`config.mk`:
```
export PLATFORM = sky130hd
export DESIGN_NAME = demux1_2
export DESIGN_NICKNAME = d
export VERILOG_FILES = /design/src/rtl/demux1_2.sv
export SDC_FILE = /design/constraint.sdc
export NUM_CORES = 1
export LEC_CHECK = 0
export BUFFER_PORTS_ARGS = -buffer_cell sky130_fd_sc_hd__buf_2
export CORE_UTILIZATION = 30
export DETAILED_ROUTE_END_ITERATION = 10
export GPL_TIMING_DRIVEN = 0
export SLEW_MARGIN = 30
export SYNTH_ARGS = -nofsm -noshare
export SYNTH_HDL_FRONTEND = slang
export SYNTH_SLANG_ARGS = --single-unit
```
`constraint.sdc`:
```
create_clock -name clk -period 2.1 [get_ports clk]
set_clock_uncertainty 0.05 [all_clocks]
set_input_delay 0.42 -clock clk [delete_from_list [all_inputs] [get_ports clk]]
set_output_delay 0.42 -clock clk [all_outputs]
set_load 0.02 [all_outputs]
```
`src/rtl/demux1_2.sv`:
```
// One valid/ready input stream split into two outputs by a per-word select bit.
// Each output has its own first-word-fall-through FIFO and a delivered-word counter.
module demux1_2 #(
  parameter int WIDTH = 4,
  parameter int DEPTH = 2,
  parameter int CNTW  = 8
) (
  input  logic             clk,
  input  logic             rst,
  input  logic [WIDTH-1:0] in_data,
  input  logic             in_sel,
  input  logic             in_valid,
  output logic             in_ready,
  output logic [WIDTH-1:0] out0_data,
  output logic             out0_valid,
  input  logic             out0_ready,
  output logic [WIDTH-1:0] out1_data,
  output logic             out1_valid,
  input  logic             out1_ready,
  output logic [CNTW-1:0]  out0_cnt,
  output logic [CNTW-1:0]  out1_cnt
);

  localparam int AW = $clog2(DEPTH);
  localparam logic [AW:0] FULLCNT = (AW+1)'(DEPTH);

  logic [WIDTH-1:0] mem   [2][DEPTH];
  logic [AW-1:0]    wptr  [2];
  logic [AW-1:0]    rptr  [2];
  logic [AW:0]      count [2];
  logic [CNTW-1:0]  cnt   [2];
  logic [1:0]       full;
  logic [1:0]       push;
  logic [1:0]       pop;

  // in_ready depends only on in_sel and registered occupancy, never on out*_ready
  always_comb begin
    full = '0;
    push = '0;
    pop  = '0;
    for (int unsigned c = 0; c < 2; c++) begin
      full[c] = (count[c] == FULLCNT);
    end
    in_ready = !full[in_sel];
    if (in_valid && in_ready) begin
      push[in_sel] = 1'b1;
    end
    pop[0] = out0_valid && out0_ready;
    pop[1] = out1_valid && out1_ready;
  end

  always_ff @(posedge clk) begin
    if (rst) begin
      for (int unsigned c = 0; c < 2; c++) begin
        wptr[c]  <= '0;
        rptr[c]  <= '0;
        count[c] <= '0;
        cnt[c]   <= '0;
        for (int unsigned d = 0; d < DEPTH; d++) begin
          mem[c][d] <= '0;
        end
      end
    end else begin
      for (int unsigned c = 0; c < 2; c++) begin
        if (push[c]) begin
          mem[c][wptr[c]] <= in_data;
          wptr[c]         <= wptr[c] + 1'b1;
        end
        if (pop[c]) begin
          rptr[c] <= rptr[c] + 1'b1;
          cnt[c]  <= cnt[c] + 1'b1;
        end
        case ({push[c], pop[c]})
          2'b10:   count[c] <= count[c] + 1'b1;
          2'b01:   count[c] <= count[c] - 1'b1;
          default: count[c] <= count[c];
        endcase
      end
    end
  end

  assign out0_valid = (count[0] != '0);
  assign out1_valid = (count[1] != '0);
  assign out0_data  = mem[0][rptr[0]];
  assign out1_data  = mem[1][rptr[1]];
  assign out0_cnt   = cnt[0];
  assign out1_cnt   = cnt[1];

endmodule
```
==> results.txt <==
The run gives 0 as the number of antenna repair diodes. The multiplexer share of the synthesized area works out to 0.0467. The global-route total usage across every layer is 0.115. Data arrives at the worst endpoint at 1980 ps. The area of the placeable core came out at 0.00683 mm2. The number of global-route vias before repair is 1403, and the post-synthesis instance area is 0.00214 mm2.

The simple-gate area share of the yosys netlist was 0.213. CTS root buffer: sky130_fd_sc_hd__clkbuf_8. The tools report the TritonCTS sink count as 40. Clock tree synthesis inserted a total of 5 buffers. For this block, the initial DRC count from the detailed router was 15. During I/O placement, the number of pins put on the boundary was 37. After synthesis, the largest family of logic cells by area is simple AND/OR/NAND/NOR gates. After clock tree synthesis, the clock-pin slew on the worst setup and hold paths is 90 ps. On the final layout, the worst hold slack is 406 ps. The total number of vias was 1425; the largest voltage drop on the vdd net was 0.283 mV. The final clock period utilization by the worst path was 0.945; the number of maximum-capacitance constraint violations was 0. Biggest fanout along the worst timing path: 4. The post-synthesis compound-gate area fraction is 0.0625. The post-synthesis share of cell area spent on xor and xnor gates is 0.0327, and the per-cell routed wire length is 12.6 um.

At the pin with the least slew margin, the transition time is 487 ps. For the max-slew headroom at the worst pin, the log shows 0.676. Summed over all nets, the half-perimeter wirelength after detailed placement is 2.90 mm. The critical path is of the reg2reg type. The run gives 0 as the final number of hold-violating endpoints. Timing would allow up to 504 MHz. The run gives 0.314 as the effective utilization at floorplan. The number of setup violations in the final report came out at 0. Dividing the detail-routed via count by the number of cells gives 4.48. The congestion estimate from routability-driven global placement came to 0.756. The net count of the mapped netlist was 194; the area of all placed cells without fillers was 0.00258 mm2. Summed over all cells, the static leakage comes to 1.05 nW. For the sum of routed wire length over all layers, the log shows 4.00 mm.

In the final design database the tool counted 238 nets. Data on the critical path is required at its endpoint by 2090 ps. In this run the power density over the cells is 876 mW/mm2. The count of mapped cells out of synthesis came out at 177. In this run the worst hold path is classified as in2reg. The tools report the detailed-router iteration count before antenna repair as 4. Setup repair after global routing left no endpoint under its margin. The adder and majority gate portion of the synthesized area was 0.0409. The library cells used most frequently in the layout, excluding fill and tap cells, are sky130_fd_sc_hd__edfxtp_1, sky130_fd_sc_hd__buf_2, sky130_fd_sc_hd__inv_1, sky130_fd_sc_hd__and2_1, sky130_fd_sc_hd__nor2_1. The flop and latch count out of synthesis is 40, and the count of standard-cell rows is 30. The initial antenna violation count is 0, and the insertion delay of the later-clocked pin in the worst-skew pair is 290 ps.

The total of warnings raised by yosys was 0; the number of port buffers was 36. The number of nets with antenna violations after routing was 0. The width of the chip came out at 86.5 um.

The tools report the maximum number of pins on one net before global-route repair as 13. The share of layout cells above drive strength 1 works out to 0.342. The worst setup path is launched from a register.

Commonest non-fill, non-tap cell in the layout: sky130_fd_sc_hd__edfxtp_1. Dividing the synthesized area by the synthesized cell count gives 12.1 um2. Die height: 86.5 um.

TritonCTS built the clock tree. The first global-routing pass estimated 6.56 mm of wire. After detailed placement, the total cell area comes to 0.00244 mm2.

The run finished with clean final reports. Die footprint: 0.00748 mm2. Remaining global-route overflow: 0. The H-tree was split into 2 levels. Kind of capture point of the worst setup path: a register.

The tools report the sequential share of the synthesized area as 0.561. For the finished layout, the period the worst path requires is 1990 ps. The clock passes through at most 2 buffers.

The logs give 0 for the DRC violation count after routing and 35 for the number of distinct library cells after synthesis. The layout-stage area growth over the synthesis result was 20.3%; the max-slew violation total from the final report was 0.
[layer usage]
| layer | up-vias | GRT usage | wire, um |
|---|---|---|---|
| met5 | - | 0 | 0 |
| met3 | 2 | 0.0267 | 144 |
| li1 | 711 | - | - |
| met4 | 0 | 0.0364 | 23 |
| met1 | 686 | 0.147 | 1940 |
| met2 | 26 | 0.192 | 1890 |
[synth_stat cells, drive strengths merged]
library cell	number	area share
buf	2	0.012
ha	7	0.041
a21oi	6	0.016
and2	13	0.038
nand3	9	0.021
nor4b	2	0.014
or2	1	0.0029
nand2	2	0.0035
and4	1	0.0041
mux2i	1	0.0047
a31o	1	0.0041
edfxtp	40	0.56
xor2	3	0.012
a21o	3	0.011
o21ai	7	0.018
clkbuf	1	0.0018
nor2b	1	0.0029
xnor2	5	0.020
nand4	3	0.012
nand2b	8	0.027
or3	6	0.018
inv	17	0.030
mux2	8	0.042
nor4	1	0.0029
o21bai	4	0.014
nor3	4	0.0093
nor2	21	0.058
[registers in the layout, indices dropped and copies added, names as in the netlist]
signal,flops
mem,16
rptr,2
wptr,2
cnt,16
count,4
[stage by stage]
step	total power, mW	setup WS, ps	TNS [ps]	cells	utilization
final	2.26	115	0	318	0.377
after global routing	2.37	11.1	0	318	0.377
after CTS	2.27	29.2	0	317	0.375
after detailed placement	1.64	-51.2	-51.2	309	0.358
after global placement	1.63	-72.2	-72.2	309	0.358
after floorplan	1.47	194	0	177	-
[final cells by class]
class	count	area, um2
Buffer	3	30.0
Clock buffer	6	72.6
Clock inverter	2	35.0
Fill cell	715	4260
Inverter	17	63.8
Multi-Input combinational cell	117	866
Sequential cell	40	1200
Tap cell	96	120
Timing Repair Buffer	37	188
[path summary, 6_finish.rpt]
kind / start / to / cells past startpoint / slack (ps)
worst max-delay path: count[0][1] / count[1][1] / 6 / 110
worst min-delay path: in_data[1] / mem[1][5] / 2 / 410
worst max register to register: count[0][1] / count[1][1] / 6 / 110
worst min register to register: count[1][0] / count[1][0] / 1 / 530
[critical path, cell delays in order, from the launching register on]
cell and delay, ps:
sky130_fd_sc_hd__edfxtp_1 490, sky130_fd_sc_hd__o21ai_2 230, sky130_fd_sc_hd__inv_1 70, sky130_fd_sc_hd__ha_1 320
sky130_fd_sc_hd__nor4_2 280, sky130_fd_sc_hd__nor2_1 90, sky130_fd_sc_hd__a31o_1 210
[where the power goes]
part           total, mW  leakage (nW)  switching (mW)  internal, mW
clock network      0.624        0.0552           0.271         0.353
logic              0.541         0.570           0.324         0.217
registers           1.09         0.423          0.0926         0.999
total               2.26          1.05           0.688          1.57
[timing repair]
action | 4_1_cts | 5_1_grt
buffers inserted | 0 | 1
setup endpoints to repair | 2 | 2
hold endpoints to repair | 0 | 0
resized for setup | 2 | 1
hold buffers | 0 | 0
gates cloned | 0 | 0
[cell families after synthesis]
| family | after synthesis |
|---|---|
| AO/OA/AOI/OAI | 21 |
| XOR/XNOR | 8 |
| adder cells (fa/ha/maj) | 7 |
| buffers and inverters | 20 |
| flip-flops | 40 |
| multiplexers | 9 |
| AND/OR/NAND/NOR | 72 |
Note: power is estimated with default switching activity, not from simulation.
